File: src/rtl/tis_pkg.sv
// Shared definitions for the node fetch and decode stages: default widths,
// next-PC operation codes, the NOP opcode and the fetch state encoding.
package tis_pkg;

    localparam int DEF_OP_W   = 21;
    localparam int DEF_DATA_W = 11;
    localparam int DEF_ADDR_W = 4;

    localparam logic [3:0] PC_NEXT = 4'd0;
    localparam logic [3:0] PC_JMP  = 4'd1;
    localparam logic [3:0] PC_JEZ  = 4'd2;
    localparam logic [3:0] PC_JNZ  = 4'd3;
    localparam logic [3:0] PC_JGZ  = 4'd4;
    localparam logic [3:0] PC_JLZ  = 4'd5;
    localparam logic [3:0] PC_JRO  = 4'd6;

    localparam logic [DEF_OP_W-1:0] OP_NOP = '0;

    typedef enum logic [1:0] {
        FETCH_EMPTY = 2'd0,
        FETCH_LOAD  = 2'd1,
        FETCH_RUN   = 2'd2
    } fetch_state_e;

endpackage

File: src/rtl/prog_mem.sv
// Node program store: one synchronous write port, asynchronous read port.
// Contents are never reset; the host reloads after every reset.
module prog_mem #(
    parameter int OP_W   = 21,
    parameter int ADDR_W = 4
) (
    input  logic              clk,
    input  logic              we,
    input  logic [ADDR_W-1:0] waddr,
    input  logic [OP_W-1:0]   wdata,
    input  logic [ADDR_W-1:0] raddr,
    output logic [OP_W-1:0]   rdata
);

    logic [OP_W-1:0] mem [2**ADDR_W];

    always_ff @(posedge clk) begin
        if (we) begin
            mem[waddr] <= wdata;
        end
    end

    assign rdata = mem[raddr];

endmodule

File: src/rtl/instr_fetch.sv
// Per-node program counter and program store front end: host load path,
// EMPTY/LOAD/RUN control and next-PC selection fed back from op_decode.
module instr_fetch
    import tis_pkg::*;
#(
    parameter int OP_W   = DEF_OP_W,
    parameter int DATA_W = DEF_DATA_W,
    parameter int ADDR_W = DEF_ADDR_W
) (
    input  logic                     clk,
    input  logic                     reset_n,
    input  logic                     load_en,
    input  logic                     prog_we,
    input  logic [ADDR_W-1:0]        prog_addr,
    input  logic [OP_W-1:0]          prog_data,
    input  logic                     step,
    input  logic [3:0]               pc_instr,
    input  logic signed [DATA_W-1:0] acc,
    input  logic signed [DATA_W-1:0] jro_offset,
    output logic [OP_W-1:0]          op_code,
    output logic                     op_valid,
    output logic [ADDR_W-1:0]        pc
);

    fetch_state_e      state, state_nxt;
    logic [ADDR_W-1:0] pc_nxt;
    logic [ADDR_W-1:0] last, last_nxt;
    logic              wrote, wrote_nxt;
    logic              first_write;
    logic [OP_W-1:0]   rd_data;
    logic [ADDR_W-1:0] seq_pc, tgt, tgt_pc, branch_pc;
    logic              acc_zero, acc_neg;

    // Relative jump: pc zero-extended, offset sign-extended, one guard bit,
    // then clamped into the loaded program range [0, lim].
    function automatic logic [ADDR_W-1:0] jro_clamp(
        input logic [ADDR_W-1:0]        base,
        input logic signed [DATA_W-1:0] off,
        input logic [ADDR_W-1:0]        lim
    );
        logic signed [DATA_W:0] sum;
        logic signed [DATA_W:0] lim_s;
        sum   = $signed({{(DATA_W+1-ADDR_W){1'b0}}, base}) + $signed({off[DATA_W-1], off});
        lim_s = $signed({{(DATA_W+1-ADDR_W){1'b0}}, lim});
        if (sum[DATA_W]) begin
            return '0;
        end else if (sum > lim_s) begin
            return lim;
        end else begin
            return sum[ADDR_W-1:0];
        end
    endfunction

    prog_mem #(
        .OP_W   (OP_W),
        .ADDR_W (ADDR_W)
    ) u_prog_mem (
        .clk   (clk),
        .we    (load_en && prog_we),
        .waddr (prog_addr),
        .wdata (prog_data),
        .raddr (pc),
        .rdata (rd_data)
    );

    assign op_valid = (state == FETCH_RUN);
    assign op_code  = op_valid ? rd_data : OP_W'(OP_NOP);

    assign acc_zero = (acc == '0);
    assign acc_neg  = acc[DATA_W-1];

    // Branch targets use the raw label field of the instruction at pc.
    always_comb begin
        seq_pc    = (pc == last) ? '0 : pc + 1'b1;
        tgt       = rd_data[ADDR_W-1:0];
        tgt_pc    = (tgt > last) ? '0 : tgt;
        branch_pc = seq_pc;
        case (pc_instr)
            PC_JMP:  branch_pc = tgt_pc;
            PC_JEZ:  branch_pc = acc_zero ? tgt_pc : seq_pc;
            PC_JNZ:  branch_pc = !acc_zero ? tgt_pc : seq_pc;
            PC_JGZ:  branch_pc = (!acc_zero && !acc_neg) ? tgt_pc : seq_pc;
            PC_JLZ:  branch_pc = acc_neg ? tgt_pc : seq_pc;
            PC_JRO:  branch_pc = jro_clamp(pc, jro_offset, last);
            default: branch_pc = seq_pc;
        endcase
    end

    // load_en takes priority over step; a LOAD with no writes falls back to EMPTY.
    always_comb begin
        state_nxt   = state;
        pc_nxt      = pc;
        last_nxt    = last;
        wrote_nxt   = 1'b0;
        first_write = (state != FETCH_LOAD) || !wrote;
        if (load_en) begin
            state_nxt = FETCH_LOAD;
            pc_nxt    = '0;
            wrote_nxt = (state == FETCH_LOAD) && wrote;
            if (prog_we) begin
                wrote_nxt = 1'b1;
                if (first_write || (prog_addr > last)) begin
                    last_nxt = prog_addr;
                end
            end
        end else begin
            case (state)
                FETCH_LOAD: state_nxt = wrote ? FETCH_RUN : FETCH_EMPTY;
                FETCH_RUN: begin
                    if (step) begin
                        pc_nxt = branch_pc;
                    end
                end
                default: state_nxt = state;
            endcase
        end
    end

    always_ff @(posedge clk or negedge reset_n) begin
        if (!reset_n) begin
            state <= FETCH_EMPTY;
            pc    <= '0;
            last  <= '0;
            wrote <= 1'b0;
        end else begin
            state <= state_nxt;
            pc    <= pc_nxt;
            last  <= last_nxt;
            wrote <= wrote_nxt;
        end
    end

endmodule

File: config.mk
export PLATFORM = sky130hd
export DESIGN_NAME = instr_fetch
export DESIGN_NICKNAME = d
export VERILOG_FILES = /design/src/rtl/tis_pkg.sv /design/src/rtl/prog_mem.sv /design/src/rtl/instr_fetch.sv
export SDC_FILE = /design/constraint.sdc
export NUM_CORES = 1
export LEC_CHECK = 0
export BUFFER_PORTS_ARGS = -buffer_cell sky130_fd_sc_hd__clkbuf_2
export CAP_MARGIN = 40
export CORE_MARGIN = 2
export CORE_UTILIZATION = 30
export DETAILED_ROUTE_END_ITERATION = 10
export GPL_TIMING_DRIVEN = 0
export MAX_ROUTING_LAYER = met4
export PLACE_DENSITY = 0.57
export SYNTH_ARGS = -nofsm -noshare
export SYNTH_HDL_FRONTEND = slang
export SYNTH_SLANG_ARGS = --single-unit
export TNS_END_PERCENT = 1
File: constraint.sdc
create_clock -name clk -period 4.3 [get_ports clk]
set_input_delay 0.86 -clock clk [delete_from_list [all_inputs] [get_ports clk]]
set_output_delay 0.86 -clock clk [all_outputs]
set_load 0.01 [all_outputs]
After elaboration in Yosys (flattened, before gate mapping)
Memories as Yosys holds them, arrays and structs flattened.
Index checks and enable logic that the tools add are counted.
{ "classes": {"muxes": 20, "n_reduce_logical": 14, "n_lt_le_gt_ge": 3, "eq_ne": 10, "add_sub_neg": 2} }
{ "ops": {"columns": ["cell", "n"], "rows": [
  ["two-way mux 4 bit", 11],
  ["one-hot mux 4 bit (6 select lines)", 1],
  ["two-way mux 21 bit", 1],
  ["adder 5 x 11 -> 12 bit", 1],
  ["equality test 4 x 3 -> 1 bit (second input constant)", 3],
  ["greater-than comparator 12 x 5 -> 1 bit", 1],
  ["logical NOT 11 bit", 1],
  ["equality test 4 x 2 -> 1 bit (second input constant)", 2],
  ["greater-than comparator 4 bit", 2],
  ["two-way mux 2 bit", 3],
  ["nonzero test 2 bit", 3],
  ["adder 4 x 1 -> 4 bit (second input constant)", 1],
  ["equality test 4 x 1 -> 1 bit (second input constant)", 1],
  ["equality test 4 bit", 1],
  ["two-way mux 1 bit", 4],
  ["logical AND 1 bit", 3],
  ["logical NOT 1 bit", 3],
  ["AND reduction 3 bit", 1],
  ["equality test 2 x 1 -> 1 bit (second input constant)", 1],
  ["equality test 2 bit (second input constant)", 1],
  ["logical OR 1 bit", 2],
  ["!= test 2 x 1 -> 1 bit (second input constant)", 1],
  ["AND reduction 2 bit", 1]
]} }
{ "totals": {"mem_count": 1, "ff_bits": 11, "ramBits": 336, "in_bits": 56, "elab_cells": 54, "output_inout_bits": 26} }
{ "mem_list": {"columns": ["memory", "words", "width", "rd", "rd_clocked_by_memory_dff", "write_ports", "line_no", "text"], "rows": [
  ["u_prog_mem.mem", 16, 21, 1, 0, 1, "prog_mem.sv:15", "logic [OP_W-1:0] mem [2**ADDR_W];"]
]} }

Longest topological paths before layout
Gate-level depths: netlist of the first run.
{ "logic_depth": {"ltp_word": 8, "ltp_mapped": 14, "mapped_depth_nobuf": 12} }

Modules after synthesis
A second synthesis of the first run with hierarchy kept.
{ "hier_totals": {"cells_unflattened": 742, "area_unflattened_um2": 14501.4} }
{ "modules_own_cells": {"columns": ["module", "instances", "cells_each", "area_per_inst_um2", "seq_area_each_um2"], "rows": [
  ["prog_mem", 1, 536, 12857.3, 10089.7],
  ["instr_fetch", 1, 206, 1644.1, 275.3]
]} }

Worst setup path after synthesis of the first run
OpenSTA, ideal clock, no wires.
{ "synth_path": {"path_type": "register -> register", "start": "register pc[1]", "end": "register pc[0]", "arrival_time_ns": 3.523, "setup_ns": 0.127, "required_time_ns": 4.173, "path_slack_ns": 0.650, "path_buffers": 3, "path_stages_with_launch": 14, "path_cell_list": "dfrtp_1 > buf_4 > buf_2 > buf_1 > inv_1 > fa_1 > xnor2_1 > ha_1 > a21o_1 > a211o_1 > a222oi_1 > and2_2 > mux2i_1 > o31ai_1"} }
{ "synth_between": {"elab_chain_len": 8} }
{ "synth_rtl": {"columns": ["item", "line_no", "text"], "rows": [
  ["start, declared", "instr_fetch.sv:22", "output logic [ADDR_W-1:0] pc"],
  ["start signal, assigned", "instr_fetch.sv:127", "pc <= pc_nxt;"],
  ["adder 5 x 11 -> 12 bit / memory read (16 x 21 bit) (equally long branches)", null, null],
  ["greater-than comparator 12 x 5 -> 1 bit / greater-than comparator 4 bit (equally long branches)", "instr_fetch.sv:47, instr_fetch.sv:76", null],
  ["two-way mux 4 bit (on tied branches)", "instr_fetch.sv:47, instr_fetch.sv:76", null],
  ["two-way mux 4 bit (on tied branches)", null, null],
  ["one-hot mux 4 bit (6 select lines) *", "instr_fetch.sv:78", "case (pc_instr)"],
  ["two-way mux 4 bit *", "instr_fetch.sv:110", "if (step) begin"],
  ["two-way mux 4 bit *", "instr_fetch.sv:107", "case (state)"],
  ["two-way mux 4 bit *", "instr_fetch.sv:96", "if (load_en) begin"]
]} }
Mark *: on every way between the ends. The rest lies on a longest branch, timed or not. The select of a mux whose other input is x is not followed.
A chain may end at the register's enable or synchronous reset.

Worst setup path in the final report of the first run
{ "layout_path": {"start": "register pc[0]", "end": "output op_code[20]"} }
{ "layout_between": {"elab_chain_len": 2} }
{ "layout_rtl": {"columns": ["item", "line_no", "text"], "rows": [
  ["memory read (16 x 21 bit)", null, null],
  ["two-way mux 21 bit", "instr_fetch.sv:67", "assign op_code = op_valid ? rd_data : OP_W'(OP_NOP);"],
  ["end, declared", "instr_fetch.sv:20", "output logic [OP_W-1:0] op_code,"]
]} }
No other way between the ends.

==> flow_metrics.tcl, run 1 <==
set metrics [dict create \
    status "finished clean" \
    setup_viol 0 \
    vias_per_cell 4.99 \
    grt_use_met3_pct 2.29 \
    drt_iter0_drc 801 \
    die_w_um 223 \
    final_area_um2 17300 \
    syn_nets 781 \
    cts_tree "yes" \
    peakVddDrop_uv 275 \
    dp_hpwl_um 23100 \
    tightest_slew_ns 0.913 \
    crit_start "pc[0]$_DFFE_PN0P_" \
    final_nets 928 \
    p_per_area_nw_per_um2 413 \
    gp_congestion 0.800 \
    die_area_um2 49600 \
    fin_worst_skew_ns 0.00561 \
    drt_drc_violations_left 0 \
    synthFlopType "edfxtp_1" \
    cts_max_level 2 \
    first_pass_iters 4 \
    finalHoldViolCount 0 \
    synthDistinctLibCells 61 \
    critPathRequiredTime_ns 3.44 \
    grt_max_degree 21 \
    syn_inst 707 \
    cts_buffers 36 \
    critPathMaxFanout 10 \
    end_kind "output port" \
    area_delta_synth_final_pct 20.5 \
    grt-busiest-layer "met2" \
    period_share_pct 98.5 \
    port_buffers 77 \
    worst_ep_arrival_time_ns 3.38 \
    maxCapViolCount 0 \
    instances_no_fill 1496 \
    drive_gt1_share_pct 34.7 \
    num_io_pins 82 \
    num-fill-cells 4398 \
    placed_cell_area_um2 16100 \
    setup.worst_path.class "register to output port" \
    async_flop_share_pct 3.17 \
    slew_headroom_pct 38.8 \
    synth.avg_cell_area_um2 20.3 \
    slew_violations 0 \
    synth_top_area_share_pct 70.3 \
    r2r-start "pc[1]$_DFFE_PN0P_" \
    timing.hold.ws_ns 0.240 \
    clk_pin_slew_worst_paths_ns 0.06 \
    core_area_um2 47400 \
    dp.cells 1430 \
    cts_num_sinks 347 \
    rows 80 \
    ys_ff_latch 347 \
    root_buffer "clkbuf_16" \
    antenna_found_initial 2 \
    grt.overflow.total 0 \
    fin_crit_ns 4.24 \
    vias 7468 \
    die_h_um 223 \
    fmax_mhz 236 \
    routed_wl_um 34800 \
    rsz0062_at_grt "yes" \
    cts_buffer_depth 3 \
    initial_core_util_pct 30.2 \
    hold_class "input pin to asynchronous set/reset pin" \
    gr-usage-met2_pct 22.7 \
    p_leak_nw 5.53 \
    ys_seq_area_share_pct 72.2 \
    synth_area_um2 14400 \
    met1_usage_pct 20.5 \
    grt_pass1_wl_um 51600 \
    synth_top_cell_by_area "edfxtp_1" \
    grt_pass1_vias 7617 \
    startpoint_type "register" \
    yosys-top-cells-count "edfxtp_1, mux4_2, nor2_1, and2_1" \
    hold_buffers 0 \
    ys.warnings.count 0 \
    synth_edf_count 336 \
    clk_latency_ns 0.51 \
    grt.total_usage_pct 14.6 \
    wl_per_cell_um 23.3 \
    antenna_left 0 \
    yosysMostFrequentCell "edfxtp_1" \
    ys_top_cells_by_area "edfxtp_1, mux4_2, dfrtp_1, ha_1, and2_1" \
]
-- state kept, by name (all words and copies together) (netlist names) --
name,flops
u_prog_mem.mem,336
state,2
pc,4
wrote,1
last,4
-- placed cells by master (no fill, tap or decap), drive strengths merged, types with 5 or more instances in the layout --
cell / Yosys / layout
xor2: 7 / 7
clkinv: 0 / 12
mux2: 5 / 5
a211oi: 5 / 5
edfxtp: 336 / 336
nor2: 25 / 25
clkbuf: 15 / 137
mux4: 103 / 103
nand2b: 6 / 6
nor3: 12 / 12
nand3: 5 / 5
and2: 24 / 24
dfrtp: 11 / 11
nor2b: 5 / 5
ha: 17 / 17
inv: 14 / 17
nand2: 17 / 17
o21ai: 7 / 7
buf: 17 / 49
a21oi: 12 / 12
-- critical path: stages (launching register included) --
cell      delay (ns)
dfrtp_1         0.49
buf_6           0.21
buf_6           0.19
buf_4           0.27
buf_4           0.31
mux4_2          0.55
mux4_2          0.45
and2_1          0.22
clkbuf_2        0.15
-- worst paths after layout --
| path | end | cells past startpoint | slack, ns |
|---|---|---|---|
| setup / recovery | op_code[20] | 8 | 0.06 |
| hold / removal | last[0]$_DFFE_PN0P_ | 1 | 0.24 |
| setup reg to reg | pc[0]$_DFFE_PN0P_ | 14 | 0.25 |
| hold reg to reg | state[1]$_DFFE_PN0P_ | 2 | 0.53 |
| max in group asynchronous | pc[1]$_DFFE_PN0P_ | 1 | 3.79 |
| min in group clk | state[1]$_DFFE_PN0P_ | 2 | 0.53 |
-- per-stage QoR --
stage,utilization (%),power [mW],worst slack (ns),setup TNS (ns)
floorplan,-,4.04,0.650,0
global placement,32.7,4.19,-1.14,-85.99
detailed placement,34.0,4.21,-0.611,-2.17
CTS,36.4,7.20,-0.0290,-0.129
global route,36.4,7.38,-0.0788,-0.755
finish,36.4,7.14,0.0644,0
-- power breakdown --
group	total, mW	leakage (nW)	switching [mW]	internal, mW
Clock	2.99	0.552	1.23	1.76
Sequential	3.78	3.17	0.0202	3.76
Combinational	0.366	1.81	0.217	0.149
Total	7.14	5.53	1.47	5.66
-- cell families (layout without fill, tap and decap cells) --
kind of cell	after synthesis	in the layout	synth area share, %
XOR/XNOR	9	9	0.549
buffers and inverters	46	218	1.43
multiplexers	112	112	16.8
AO/OA/AOI/OAI	60	60	3.02
adder cells (fa/ha/maj)	18	18	1.62
other	0	2	0
flip-flops	347	347	72.2
AND/OR/NAND/NOR	115	115	4.32
-- timing repair --
action / 4_1_cts / 5_1_grt
pin swaps: 0 / 1
buffers inserted: 0 / 1
setup endpoints to repair: 22 / 21
gates resized for setup: 10 / 3
-- routing by layer --
| metal | vias to the layer above | routed length, µm |
|---|---|---|
| met5 | - | 0 |
| met4 | 0 | 490 |
| met3 | 37 | 1810 |
| met2 | 210 | 16500 |
| met1 | 3958 | 16000 |
| li1 | 3263 | - |
-- cell type report --
type / instances / area, µm² / share of cell area (%)
diodes: 2 / 5.00 / 0.0289
flip-flops and latches: 347 / 10400 / 60.0
repair buffers: 109 / 896 / 5.18
multi-input cells: 314 / 3900 / 22.5
plain buffers: 32 / 181 / 1.05
inverters: 14 / 52.6 / 0.304
clock buffers: 45 / 956 / 5.53
clock inverters: 18 / 168 / 0.970
well taps: 615 / 769 / 4.45
Note: power is estimated with default switching activity, not from simulation.
==> run 2, diff against run 1 <==
Settings changed: CORE_MARGIN 2 to unset, CORE_UTILIZATION 30 to 61, PLACE_DENSITY 0.57 to 0.92.
==> run 2 against run 1 <==
Global-route usage increased by 19 points. Wire length increased by 10%. Worst setup slack improved by 0.035 ns. Sequential power about the same. Cell count decreased by 21%. Clock skew increased by 0.014 ns. Total power decreased by 3.2%. Non-clock buffer count decreased by 5.
==> flow_metrics.tcl, run 2 (synthesis gave the netlist of run 1 again) <==
set metrics [dict create \
    status "finished clean" \
    p_per_area_nw_per_um2 415 \
    p_clk_share_pct 39.8 \
    die_h_um 155 \
    final_nets 921 \
    met1_usage_pct 41.4 \
    critPathMaxFanout 10 \
    slowest_stage "dfrtp_2" \
    grt_pass1_vias 8343 \
    num-fill-cells 1294 \
    gr-usage-met2_pct 53.7 \
    n_antenna_cell 0 \
    drive_gt1_share_pct 34.5 \
    rsz0062_at_grt "yes" \
    p_leak_nw 5.42 \
    cts_tree "yes" \
    rows 55 \
    internal-power_mw 5.42 \
    critPathRequiredTime_ns 3.44 \
    grt-busiest-layer "met2" \
    vias 8172 \
    setup.worst_path.class "register to output port" \
    r2r_end "pc[0]$_DFFE_PN0P_" \
    wl_per_cell_um 32.4 \
    grt.overflow.total 0 \
    fmax_mhz 238 \
    first_pass_iters 5 \
    final_cell_mix "edfxtp_1, mux4_2, clkbuf_2, clkbuf_16" \
    dp_slack_ns -0.424 \
    antenna_left 0 \
    final_area_um2 16600 \
    hold_buffers 0 \
    grt_max_degree 22 \
    finalPower_mw 6.91 \
    power.share.switching_pct 21.6 \
    dp_hpwl_um 22400 \
    placed_cell_area_um2 15500 \
    port_buffers 77 \
    initial_core_util_pct 62.8 \
    grt.total_usage_pct 33.6 \
    finalHoldViolCount 0 \
    reg_top3 "u_prog_mem.mem x336, last x4, pc x4" \
    worst_ep_arrival_time_ns 3.34 \
    seqPwrFrac_pct 54.8 \
    slew_violations 0 \
    area_delta_synth_final_pct 16.0 \
    fin_worst_skew_ns 0.0201 \
    maxCapViolCount 0 \
    drt_drc_violations_left 0 \
    root_buffer "clkbuf_16" \
    cts_num_sinks 347 \
    vias_per_cell 6.91 \
    reg2reg_depth 13 \
    largest_register_ffs 336 \
    cts_max_level 2 \
    die_w_um 155 \
    mostFrequentLayoutCell "edfxtp_1" \
    power.switching_mw 1.49 \
    slew_headroom_pct 37.4 \
    setup_viol 0 \
    cts_buffers 34 \
    period_share_pct 97.7 \
    comb_power_share_pct 5.4 \
    drt_iter0_drc 1014 \
    clk_latency_ns 0.52 \
    peakVddDrop_uv 340 \
    fin_ws_ns 0.0994 \
    grt_use_met3_pct 6.21 \
    instances_no_fill 1182 \
    fin_crit_ns 4.20 \
    gp_congestion 0.886 \
    post-route-util_pct 72.8 \
    r2r-start "pc[1]$_DFFE_PN0P_" \
    cp_slowest_stage_delay_ns 0.53 \
    die_area_um2 24100 \
    clk_pin_slew_worst_paths_ns 0.06 \
    startpoint_type "register" \
    critical_path.most_common_cell "mux4_2" \
    num_io_pins 82 \
    hold_class "input pin to asynchronous set/reset pin" \
    grt_pass1_wl_um 53800 \
    tightest_slew_ns 0.937 \
    antenna_found_initial 0 \
    top_register "u_prog_mem.mem" \
    dp.cells 1118 \
    cts_buffer_depth 3 \
    crit_chain "buf_4 -> buf_2 -> clkdlybuf4s15_2 -> mux4_2 -> mux4_2 -> and2_1 -> clkbuf_2" \
    regToRegSetupSlack_ns 0.12 \
    routed_wl_um 38300 \
    end_kind "output port" \
    core_area_um2 22800 \
]
## run 2: layout make-up
class / count / area, µm² / share of cell area, %
clock buffers: 47 / 930 / 5.59
plain buffers: 32 / 196 / 1.18
inverters: 14 / 52.6 / 0.316
clock inverters: 11 / 66.3 / 0.398
flip-flops and latches: 347 / 10400 / 62.3
well taps: 313 / 392 / 2.35
multi-input cells: 314 / 3870 / 23.3
repair buffers: 104 / 764 / 4.59
## run 2: worst max-delay path by stage
stage	from	endpoint	slack (ns)	depth (start not counted)
2_1_floorplan	pc[1]$_DFFE_PN0P_	pc[0]$_DFFE_PN0P_	0.65	13
4_1_cts	pc[0]$_DFFE_PN0P_	op_code[10]	-0.02	8
5_1_grt	pc[1]$_DFFE_PN0P_	pc[0]$_DFFE_PN0P_	-0.02	13
3_5_place_dp	pc[1]$_DFFE_PN0P_	pc[0]$_DFFE_PN0P_	-0.42	13
6_report	pc[1]$_DFFE_PN0P_	op_code[20]	0.1	7
3_3_place_gp	load_en	u_prog_mem.mem[8][7]$_DFFE_PP_	-0.81	5
## run 2: stage by stage
| stage | hold WS, ns | TNS, ns |
|---|---|---|
| 4_1_cts | 0.237 | -0.0562 |
| 6_report | 0.271 | 0 |
| 5_1_grt | 0.272 | -0.0185 |
| 2_1_floorplan | 0.487 | 0 |
| 3_3_place_gp | 0.504 | -52.00 |
| 3_5_place_dp | 0.542 | -1.34 |
## run 2: power by group through the flow
stage                     combinational [mW]  clock, mW  sequential [mW]
after floorplan                        0.199          0             3.84
final                                  0.374       2.75             3.79
after detailed placement               0.356          0             3.85
after global routing                   0.400       2.87             3.79
after CTS                              0.364       2.75             3.78
after global placement                 0.320          0             3.85
## run 2: what timing repair did
item,in CTS,in global routing
setup buffers,0,2
pin swaps,0,1
endpoints found under the hold margin,0,0
endpoints found under the setup margin,22,19
resized for setup,12,11
## run 2: layer usage
| layer | routed length (µm) | vias to the layer above |
|---|---|---|
| met1 | 13400 | 4160 |
| met2 | 19100 | 640 |
| met4 | 1970 | 0 |
| li1 | - | 3231 |
| met3 | 3880 | 141 |
| met5 | 0 | - |
## run 2: worst max-delay path: cells and delay by family, from the launching register on
family / cells / cell delay, ns
buf+inv: 4 / 1.23
mux: 2 / 0.85
simple gates: 1 / 0.21
flops: 1 / 0.53
==> run 3, diff against run 2 <==
Settings changed: REMOVE_ABC_BUFFERS set to 1.
==> run 3 against run 2 <==
Non-clock buffer count fell by 27. First-iteration DRC count is the same. Via count fell by 5.1%. Critical endpoint is now pc[1]$_DFFE_PN0P_. Largest power group unchanged.
==> flow_metrics.tcl, run 3 (synthesis gave the netlist of run 1 again) <==
set metrics [dict create \
    cts_resized 0 \
    final_cell_mix "edfxtp_1, mux4_2, clkbuf_2, clkbuf_16, and2_1" \
    clk_latency_ns 0.51 \
    routed_wl_um 34800 \
    rows 55 \
    wl_per_cell_um 30.2 \
    fin_worst_skew_ns 0.0115 \
    comb_power_share_pct 5.2 \
    slew_violations 0 \
    cts_tree "yes" \
    grt_pass1_wl_um 50700 \
    instances_no_fill 1154 \
    num_io_pins 82 \
    n_antenna_cell 0 \
    seqPwrFrac_pct 54.5 \
    fmax_mhz 251 \
    root_buffer "clkbuf_16" \
    grt.overflow.total 0 \
    internal-power_mw 5.51 \
    drive_gt1_share_pct 34.5 \
    critPathMaxFanout 49 \
    setup_tns_ns 0 \
    die_area_um2 24100 \
    status "finished clean" \
    cts_max_level 2 \
    grt_pass1_vias 8021 \
    peakVddDrop_uv 447 \
    reg_top3 "u_prog_mem.mem x336, last x4, pc x4" \
    vias 7759 \
    setup.worst_path.class "register to register" \
    r2r-start "pc[1]$_DFFE_PN0P_" \
    initial_core_util_pct 62.8 \
    core_area_um2 22800 \
    setup_viol 0 \
    power.switching_mw 1.44 \
    mostFrequentLayoutCell "edfxtp_1" \
    grt_max_degree 50 \
    vias_per_cell 6.72 \
    first_pass_iters 7 \
    tightest_slew_ns 0.920 \
    startpoint_type "register" \
    reg2reg_depth 11 \
    cts_buffers 34 \
    slew_headroom_pct 38.3 \
    p_clk_share_pct 40.4 \
    dp.cells 1094 \
    top_register "u_prog_mem.mem" \
    cts_setup_buffers 0 \
    drt_drc_violations_left 0 \
    power.share.switching_pct 20.8 \
    p_per_area_nw_per_um2 417 \
    hold_class "input pin to asynchronous set/reset pin" \
    port_buffers 81 \
    grt.total_usage_pct 30.8 \
    fin_crit_ns 3.98 \
    hold_buffers 0 \
    die_h_um 155 \
    cts_num_sinks 347 \
    dp_hpwl_um 20200 \
    period_share_pct 92.5 \
    clk_pin_slew_worst_paths_ns 0.06 \
    gp_congestion 0.911 \
    worst_ep_arrival_time_ns 4.36 \
    regToRegSetupSlack_ns 0.32 \
    maxCapViolCount 0 \
    antenna_left 0 \
    die_w_um 155 \
    fin_ws_ns 0.323 \
    drt_iter0_drc 1014 \
    rsz0062_at_grt "no" \
    critPathRequiredTime_ns 4.68 \
    antenna_found_initial 0 \
    r2r_end "pc[1]$_DFFE_PN0P_" \
    finalHoldViolCount 0 \
    p_leak_nw 5.39 \
    area_delta_synth_final_pct 16.3 \
    end_kind "register" \
    largest_register_ffs 336 \
    final_nets 894 \
    finalPower_mw 6.96 \
    dp_slack_ns 0.443 \
    cts_buffer_depth 3 \
]
## run 3: power by group through the flow
stage | Combinational [mW] | Clock [mW] | Sequential [mW]
3_5_place_dp | 0.350 | 0 | 3.86
6_report | 0.360 | 2.81 | 3.79
4_1_cts | 0.356 | 2.84 | 3.79
2_1_floorplan | 0.183 | 0 | 3.86
5_1_grt | 0.387 | 2.96 | 3.79
3_3_place_gp | 0.300 | 0 | 3.87
## run 3: area by class of cell
type                            count  area (µm²)
Timing Repair Buffer              109         947
Clock inverter                     14         120
Clock buffer                       43         906
Sequential cell                   347       10400
Inverter                           14        52.6
Fill cell                        1282        6160
Tap cell                          313         392
Multi-Input combinational cell    314        3890
## run 3: worst max path at each step
stage                     depth (start not counted)  slack (ns)                 to         startpoint
after CTS                                        11        0.40  pc[2]$_DFFE_PN0P_  pc[1]$_DFFE_PN0P_
after detailed placement                         11        0.44  pc[2]$_DFFE_PN0P_  pc[1]$_DFFE_PN0P_
final                                            11        0.32  pc[1]$_DFFE_PN0P_  pc[1]$_DFFE_PN0P_
after global routing                             11        0.17  pc[1]$_DFFE_PN0P_  pc[1]$_DFFE_PN0P_
after global placement                           11       -3.43  pc[0]$_DFFE_PN0P_  pc[0]$_DFFE_PN0P_
after floorplan                                  11       -1.97  pc[0]$_DFFE_PN0P_  pc[0]$_DFFE_PN0P_
## run 3: critical path, stage by stage (launching register included)
cell       delay [ns]
dfrtp_4          0.84
buf_16           0.34
mux4_2           0.37
mux4_2           0.55
ha_1             0.33
nor2b_1          0.13
o211ai_1         0.08
a31oi_1          0.41
nor4b_1          0.14
a211oi_2         0.27
a2bb2oi_1        0.23
o31ai_1          0.11
## run 3: through the flow
stage	area [µm²]	hold WS [ns]	util [%]
2_1_floorplan	14200	0.487	-
4_1_cts	16600	0.238	72.8
3_3_place_gp	15000	0.493	65.6
5_1_grt	16700	0.248	73.0
3_5_place_dp	15600	0.515	68.3
6_report	16700	0.235	73.0
## run 3: routing by layer
metal	track usage [%]	routed length [µm]
met5	-	0
met1	38.7	13100
met2	51.3	18000
met4	11.8	1320
met3	4.90	2410
